===== src/rtl/cpu_pkg.sv =====
// Shared CPU definitions: command codes consumed by the control FSM and
// the opcode/funct encodings the instruction decoder recognises.
package cpu_pkg;

    localparam int unsigned CMD_W = 4;
    localparam int unsigned OP_W  = 6;

    typedef enum logic [CMD_W-1:0] {
        CMD_LW      = 4'd0,
        CMD_SW      = 4'd1,
        CMD_J       = 4'd2,
        CMD_JR      = 4'd3,
        CMD_JAL     = 4'd4,
        CMD_BEQ     = 4'd5,
        CMD_BNE     = 4'd6,
        CMD_XORI    = 4'd7,
        CMD_ADDI    = 4'd8,
        CMD_ADD     = 4'd9,
        CMD_SUB     = 4'd10,
        CMD_SLT     = 4'd11,
        CMD_ILLEGAL = 4'd15
    } cmd_e;

    localparam logic [OP_W-1:0] OP_RTYPE = 6'h00;
    localparam logic [OP_W-1:0] OP_J     = 6'h02;
    localparam logic [OP_W-1:0] OP_JAL   = 6'h03;
    localparam logic [OP_W-1:0] OP_BEQ   = 6'h04;
    localparam logic [OP_W-1:0] OP_BNE   = 6'h05;
    localparam logic [OP_W-1:0] OP_ADDI  = 6'h08;
    localparam logic [OP_W-1:0] OP_XORI  = 6'h0E;
    localparam logic [OP_W-1:0] OP_LW    = 6'h23;
    localparam logic [OP_W-1:0] OP_SW    = 6'h2B;

    localparam logic [OP_W-1:0] FN_JR    = 6'h08;
    localparam logic [OP_W-1:0] FN_ADD   = 6'h20;
    localparam logic [OP_W-1:0] FN_SUB   = 6'h22;
    localparam logic [OP_W-1:0] FN_SLT   = 6'h2A;

    // Memory-access commands
    function automatic logic is_mem_cmd(input cmd_e c);
        return (c == CMD_LW) || (c == CMD_SW);
    endfunction

    // Control-transfer commands
    function automatic logic is_ctrl_cmd(input cmd_e c);
        return (c == CMD_J) || (c == CMD_JAL) || (c == CMD_JR) ||
               (c == CMD_BEQ) || (c == CMD_BNE);
    endfunction

endpackage


===== src/rtl/instr_decoder_if.sv =====
// Decoder bus: load strobe/word from the control side, registered decode
// results back. Counter signals exist only when DECODER_PERF_EN is defined.
interface instr_decoder_if #(
    parameter int unsigned WORD_W = 32,
    parameter int unsigned CNT_W  = 32
);
    logic              irWe;
    logic [WORD_W-1:0] memData;
    logic [3:0]        cmd;
    logic [4:0]        rs;
    logic [4:0]        rt;
    logic [4:0]        rd;
    logic [15:0]       imm;
    logic [WORD_W-1:0] immSx;
    logic [25:0]       target;
    logic              cmdValid;
    logic              illegal;
`ifdef DECODER_PERF_EN
    logic              cntClr;
    logic [CNT_W-1:0]  instrCnt;
    logic [CNT_W-1:0]  memCnt;
    logic [CNT_W-1:0]  ctrlCnt;

    modport master (output irWe, memData, cntClr,
                    input  cmd, rs, rt, rd, imm, immSx, target, cmdValid, illegal,
                           instrCnt, memCnt, ctrlCnt);
    modport slave  (input  irWe, memData, cntClr,
                    output cmd, rs, rt, rd, imm, immSx, target, cmdValid, illegal,
                           instrCnt, memCnt, ctrlCnt);
`else
    modport master (output irWe, memData,
                    input  cmd, rs, rt, rd, imm, immSx, target, cmdValid, illegal);
    modport slave  (input  irWe, memData,
                    output cmd, rs, rt, rd, imm, immSx, target, cmdValid, illegal);
`endif
endinterface


===== src/rtl/instr_field_decode.sv =====
// Combinational opcode/funct decode of one 32-bit instruction word.
module instr_field_decode
    import cpu_pkg::*;
(
    input  logic [31:0] instr_i,
    output cmd_e        cmd_o,
    output logic        legal_o
);

    logic [OP_W-1:0] opcode_c;
    logic [OP_W-1:0] funct_c;
    logic            unused_c;

    assign opcode_c = instr_i[31:26];
    assign funct_c  = instr_i[5:0];
    assign unused_c = ^instr_i[25:6];

    // Map opcode (or funct for R-type) to a command; unknown encodings are illegal
    always_comb begin
        cmd_o = CMD_ILLEGAL;
        case (opcode_c)
            OP_LW:   cmd_o = CMD_LW;
            OP_SW:   cmd_o = CMD_SW;
            OP_J:    cmd_o = CMD_J;
            OP_JAL:  cmd_o = CMD_JAL;
            OP_BEQ:  cmd_o = CMD_BEQ;
            OP_BNE:  cmd_o = CMD_BNE;
            OP_XORI: cmd_o = CMD_XORI;
            OP_ADDI: cmd_o = CMD_ADDI;
            OP_RTYPE: begin
                case (funct_c)
                    FN_JR:   cmd_o = CMD_JR;
                    FN_ADD:  cmd_o = CMD_ADD;
                    FN_SUB:  cmd_o = CMD_SUB;
                    FN_SLT:  cmd_o = CMD_SLT;
                    default: cmd_o = CMD_ILLEGAL;
                endcase
            end
            default: cmd_o = CMD_ILLEGAL;
        endcase
    end

    assign legal_o = (cmd_o != CMD_ILLEGAL);

endmodule


===== src/rtl/instr_decoder.sv =====
// Instruction register + registered decode with sticky illegal-instruction halt.
// Optional performance counters are built when DECODER_PERF_EN is defined.
module instr_decoder
    import cpu_pkg::*;
#(
    parameter int unsigned WORD_W = 32,
    parameter int unsigned CNT_W  = 32
) (
    input  logic           clk,
    input  logic           rst,
    instr_decoder_if.slave bus
);

    logic [WORD_W-1:0] ir_q;
    cmd_e              cmd_q;
    logic              valid_q;
    logic              illegal_q;
    cmd_e              dec_cmd;
    logic              dec_legal;
    logic              load_c;
    logic              unused_c;

    // Once halted, further load strobes are ignored
    assign load_c = bus.irWe & ~illegal_q;

    instr_field_decode u_decode (
        .instr_i (bus.memData[31:0]),
        .cmd_o   (dec_cmd),
        .legal_o (dec_legal)
    );

    // IR, command, valid pulse and sticky illegal flag
    always_ff @(posedge clk or posedge rst) begin
        if (rst) begin
            ir_q      <= '0;
            cmd_q     <= CMD_ILLEGAL;
            valid_q   <= 1'b0;
            illegal_q <= 1'b0;
        end else begin
            valid_q <= load_c;
            if (load_c) begin
                ir_q  <= bus.memData;
                cmd_q <= dec_cmd;
                if (!dec_legal) begin
                    illegal_q <= 1'b1;
                end
            end
        end
    end

    assign bus.cmd      = cmd_q;
    assign bus.rs       = ir_q[25:21];
    assign bus.rt       = ir_q[20:16];
    assign bus.rd       = ir_q[15:11];
    assign bus.imm      = ir_q[15:0];
    assign bus.immSx    = {{(WORD_W-16){ir_q[15]}}, ir_q[15:0]};
    assign bus.target   = ir_q[25:0];
    assign bus.cmdValid = valid_q;
    assign bus.illegal  = illegal_q;

`ifdef DECODER_PERF_EN
    logic [CNT_W-1:0] instr_cnt_q, instr_cnt_d;
    logic [CNT_W-1:0] mem_cnt_q,   mem_cnt_d;
    logic [CNT_W-1:0] ctrl_cnt_q,  ctrl_cnt_d;
    logic             count_c;

    function automatic logic [CNT_W-1:0] sat_inc(input logic [CNT_W-1:0] x);
        return (x == '1) ? x : x + CNT_W'(1);
    endfunction

    assign count_c  = load_c & dec_legal;
    assign unused_c = ^ir_q[WORD_W-1:26];

    // Counter next-state: clear first, then count the accepted legal load
    always_comb begin
        instr_cnt_d = instr_cnt_q;
        mem_cnt_d   = mem_cnt_q;
        ctrl_cnt_d  = ctrl_cnt_q;
        if (!illegal_q) begin
            if (bus.cntClr) begin
                instr_cnt_d = '0;
                mem_cnt_d   = '0;
                ctrl_cnt_d  = '0;
            end
            if (count_c) begin
                instr_cnt_d = sat_inc(instr_cnt_d);
                if (is_mem_cmd(dec_cmd)) begin
                    mem_cnt_d = sat_inc(mem_cnt_d);
                end
                if (is_ctrl_cmd(dec_cmd)) begin
                    ctrl_cnt_d = sat_inc(ctrl_cnt_d);
                end
            end
        end
    end

    // Counter registers
    always_ff @(posedge clk or posedge rst) begin
        if (rst) begin
            instr_cnt_q <= '0;
            mem_cnt_q   <= '0;
            ctrl_cnt_q  <= '0;
        end else begin
            instr_cnt_q <= instr_cnt_d;
            mem_cnt_q   <= mem_cnt_d;
            ctrl_cnt_q  <= ctrl_cnt_d;
        end
    end

    assign bus.instrCnt = instr_cnt_q;
    assign bus.memCnt   = mem_cnt_q;
    assign bus.ctrlCnt  = ctrl_cnt_q;
`else
    assign unused_c = ^{ir_q[WORD_W-1:26], CNT_W};
`endif

endmodule

===== src/flat_wrapper.sv =====
// flat-port wrapper written by rule: the top's interface ports become plain ports
module instr_decoder_flat import cpu_pkg::*;
#(
    parameter int unsigned WORD_W = 32,
    parameter int unsigned CNT_W  = 32
)
  (clk, rst, bus_irWe, bus_memData, bus_cmd, bus_rs, bus_rt, bus_rd, bus_imm, bus_immSx, bus_target, bus_cmdValid, bus_illegal);
  instr_decoder_if #(.WORD_W(WORD_W), .CNT_W(CNT_W)) bus_i ();
  input  logic clk;
  input  logic rst;
  input wire logic [$bits(bus_i.irWe)-1:0] bus_irWe;
  input wire logic [$bits(bus_i.memData)-1:0] bus_memData;
  output wire logic [$bits(bus_i.cmd)-1:0] bus_cmd;
  output wire logic [$bits(bus_i.rs)-1:0] bus_rs;
  output wire logic [$bits(bus_i.rt)-1:0] bus_rt;
  output wire logic [$bits(bus_i.rd)-1:0] bus_rd;
  output wire logic [$bits(bus_i.imm)-1:0] bus_imm;
  output wire logic [$bits(bus_i.immSx)-1:0] bus_immSx;
  output wire logic [$bits(bus_i.target)-1:0] bus_target;
  output wire logic [$bits(bus_i.cmdValid)-1:0] bus_cmdValid;
  output wire logic [$bits(bus_i.illegal)-1:0] bus_illegal;
  assign bus_i.irWe = bus_irWe;
  assign bus_i.memData = bus_memData;
  assign bus_cmd = bus_i.cmd;
  assign bus_rs = bus_i.rs;
  assign bus_rt = bus_i.rt;
  assign bus_rd = bus_i.rd;
  assign bus_imm = bus_i.imm;
  assign bus_immSx = bus_i.immSx;
  assign bus_target = bus_i.target;
  assign bus_cmdValid = bus_i.cmdValid;
  assign bus_illegal = bus_i.illegal;
  instr_decoder #(.WORD_W(WORD_W), .CNT_W(CNT_W)) u_core (.clk(clk), .rst(rst), .bus(bus_i));
endmodule

===== config.mk =====
export PLATFORM = sky130hd
export DESIGN_NAME = instr_decoder_flat
export DESIGN_NICKNAME = d
export VERILOG_FILES = /design/src/rtl/cpu_pkg.sv /design/src/rtl/instr_decoder_if.sv /design/src/rtl/instr_field_decode.sv /design/src/rtl/instr_decoder.sv /design/src/flat_wrapper.sv
export SDC_FILE = /design/constraint.sdc
export NUM_CORES = 1
export LEC_CHECK = 0
export CELL_PAD_IN_SITES_DETAIL_PLACEMENT = 2
export CELL_PAD_IN_SITES_GLOBAL_PLACEMENT = 2
export CORE_MARGIN = 4
export CORE_UTILIZATION = 22
export DETAILED_ROUTE_END_ITERATION = 8
export PLACE_DENSITY = 0.95
export SYNTH_ARGS = -nofsm -noshare
export SYNTH_HDL_FRONTEND = slang
export SYNTH_HIERARCHICAL = 1
export SYNTH_SLANG_ARGS = --single-unit

===== constraint.sdc =====
create_clock -name clk -period 2.3 [get_ports clk]
set_clock_uncertainty 0.2 [all_clocks]
set_input_delay 0.345 -clock clk [delete_from_list [all_inputs] [get_ports clk]]
set_output_delay 0.345 -clock clk [all_outputs]
set_load 0.03 [all_outputs]

==> results.cfg <==
[synthesis]
synth_top_area_cell = dfrtp_1
netlist_instances = 177
synth-seq-cells = 32
synth_top_area_share_pct = 34.8
synth_cell_types = 37
yosysSeqAreaShare_pct = 40.0
synth_edf_count = 0
ys_warn_count = 6
synthArstFlopShare_pct = 100
synth_ff_type = dfrtp_1
syn-num-nets = 212
netlist_top_cells_area = dfrtp_1, buf_4, mux2_2, dfstp_2, clkbuf_8
synth_area_um2 = 2010
syn_area_per_cell_um2 = 11.4

[finish]
nFillCells = 923
layout.area.seq_um2 = 807
multi_input_area_um2 = 654
final_util_pct = 35.4
drive_above_1_share_pct = 24.9
stdcell_area_um2 = 3120
antenna_cells = 0
syn_to_final_growth_pct = 54.7
layout.nets = 292

[placement]
port-buffer-count = 129
gp_congestion = 0.743
hpwl_um = 4850
post_dp_cell_area_um2 = 3000

[worst_setup_path]
critPathRequiredTime_ns = 2.30
worstSetupStartpointType = primary input
worstRegToRegCells = 3
critical-path-slowest-cell = or4_1
criticalPathCategory = primary input to flop
cp.arrival_ns = 2.25
path_cells = clkdlybuf4s50_1 -> or3_4 -> and4bb_1 -> nor3_1 -> or4_1 -> mux2_2
r2r-start = u_core/bus.illegal
rrSetupSlack_ns = 0.80
crit_path_end_kind = flop
cp_max_fo = 4
worstReg2RegEnd = u_core/ir_q[20]
max_stage_delay_ns = 0.46

[timing]
fmax_ghz = 0.445
finalSetupViolations = 0
slew-limit-headroom_pct = 70.7
slew_viol_final = 0
period_minus_slack_ns = 2.25
tightestPinTransition_ns = 0.435
finalSetupTns_ns = 0
hold_viol = 0
fin_crit_sh_pct = 97.6

[clock_network]
cts.sinks = 32
cts_root_buffer = clkbuf_8
cts_buffers = 5
tritoncts = done
cts.path.max_buffers = 2
post-cts-setup-buffers = 0
h-tree-depth = 2
cts.clk_slew.worst_paths_ns = 0.07
holdBufCountCts = 0
worstSkewPairLatency_ns = 0.27
cts_resized = 1

[global_routing]
grt_pass1_vias = 1755
grt_max_degree = 33
overflow = 0
antenna_found_initial = 0
grt_pass1_wl_um = 9730
track_usage_pct = 11.0

[floorplan]
die-area_um2 = 10800
die-width_um = 104
die_h_um = 104
core_um2 = 8810
ios = 130
rows = 34
start_util_pct = 22.9

[routing]
firstDrtPassIters = 2
drc = 0
wirelength_um = 6010
routedWlPerCell_um = 16.5
first_iter_violations = 25
avgViaCountPerCell = 4.25
num_vias = 1550
ant_nets = 0

[flow_run]
maxCapViolCount = 0

[outcome]
status = finished clean

[min_path]
hold_class = primary input to async pin

[power_and_ir_drop]
p_leak_uw = 0.00125
ir_drop_v = 0.000336
power_density_nw_per_um2 = 852
==> worst max path at each step <==
| stage | startpoint | end | slack, ns | depth (start not counted) |
|---|---|---|---|---|
| floorplan | bus_memData[4] | u_core/bus.cmd[0] | 0.29 | 5 |
| global placement | bus_memData[4] | u_core/bus.cmd[0] | -0.19 | 6 |
| detailed placement | bus_memData[4] | u_core/bus.cmd[1] | -0.24 | 6 |
| CTS | bus_memData[4] | u_core/bus.cmd[1] | 0.05 | 6 |
| global route | bus_memData[31] | u_core/bus.illegal | -0.01 | 9 |
| finish | bus_memData[0] | u_core/bus.cmd[0] | 0.05 | 6 |
==> critical path, delay by kind of cell <==
kind | cells | cell delay (ns)
mux | 1 | 0.28
simple gates | 4 | 1.20
buf+inv | 1 | 0.43
==> cell families after synthesis <==
| group | after synthesis | share of synthesized area [%] |
|---|---|---|
| compound gates | 11 | 3.98 |
| xor+xnor | 2 | 0.870 |
| buf+inv | 75 | 28.4 |
| flops | 32 | 40.0 |
| mux | 31 | 17.5 |
| simple gates | 26 | 9.32 |
==> power breakdown <==
part / switching, uW / internal, uW
clock network: 199 / 266
logic: 804 / 622
registers: 98.7 / 665
==> through the flow <==
step           setup slack [ns]  std cells  total power, uW  hold slack (ns)
4_1_cts                  0.0525        365             2700            0.311
2_1_floorplan             0.287        177             1770            0.258
6_report                 0.0544        365             2660            0.300
3_5_place_dp             -0.241        358             2210            0.334
5_1_grt                 -0.0121        365             2790            0.326
3_3_place_gp             -0.190        358             2170            0.316
==> area by class of cell <==
| type | count | share of cell area, % |
|---|---|---|
| Inverter | 4 | 0.482 |
| Tap cell | 108 | 4.34 |
| Timing Repair Buffer | 144 | 45.2 |
| Multi-Input combinational cell | 70 | 21.0 |
| Clock buffer | 7 | 3.09 |
| Sequential cell | 32 | 25.9 |
==> layout by cell type, fill, tap and decap left out, types with 2 or more instances in the layout <==
master / netlist / layout
nand2b_1: 2 / 2
xnor2_1: 2 / 2
nand3b_1: 2 / 2
clkbuf_8: 3 / 7
dlymetal6s2s_1: 0 / 2
inv_1: 4 / 4
dfrtp_1: 28 / 27
nor3_1: 2 / 2
buf_4: 65 / 15
clkdlybuf4s50_1: 0 / 127
or3_1: 3 / 3
nor4b_1: 3 / 2
mux2_2: 29 / 29
nor2_1: 3 / 3
o211ai_1: 2 / 2
dfstp_2: 4 / 4
==> sequential cells by signal (all words and copies together), names as in the netlist <==
| signal | flops |
|---|---|
| u_core/ir_q | 26 |
| u_core/bus.cmdValid | 1 |
| u_core/bus.illegal | 1 |
| u_core/bus.cmd | 4 |
==> per-layer routing <==
| metal | track usage (%) | up-vias | part of all wire (%) |
|---|---|---|---|
| li1 | - | 698 | - |
| met1 | 10.9 | 756 | 38 |
| met2 | 21.0 | 89 | 53 |
| met3 | 4.85 | 7 | 8.7 |
| met4 | 2.28 | 0 | 1.0 |
| met5 | 0 | - | 0 |
==> Yosys cell counts (all sizes together), types with 2 or more instances <==
library cell  instances
nor2                  3
dfrtp                28
inv                   4
dfstp                 4
mux2                 30
nor4b                 3
xnor2                 2
or3                   4
o211ai                2
buf                  68
a21oi                 2
nand3b                2
nand2b                2
nor3                  2
clkbuf                3
No activity file was read; power rests on OpenSTA's default activity.
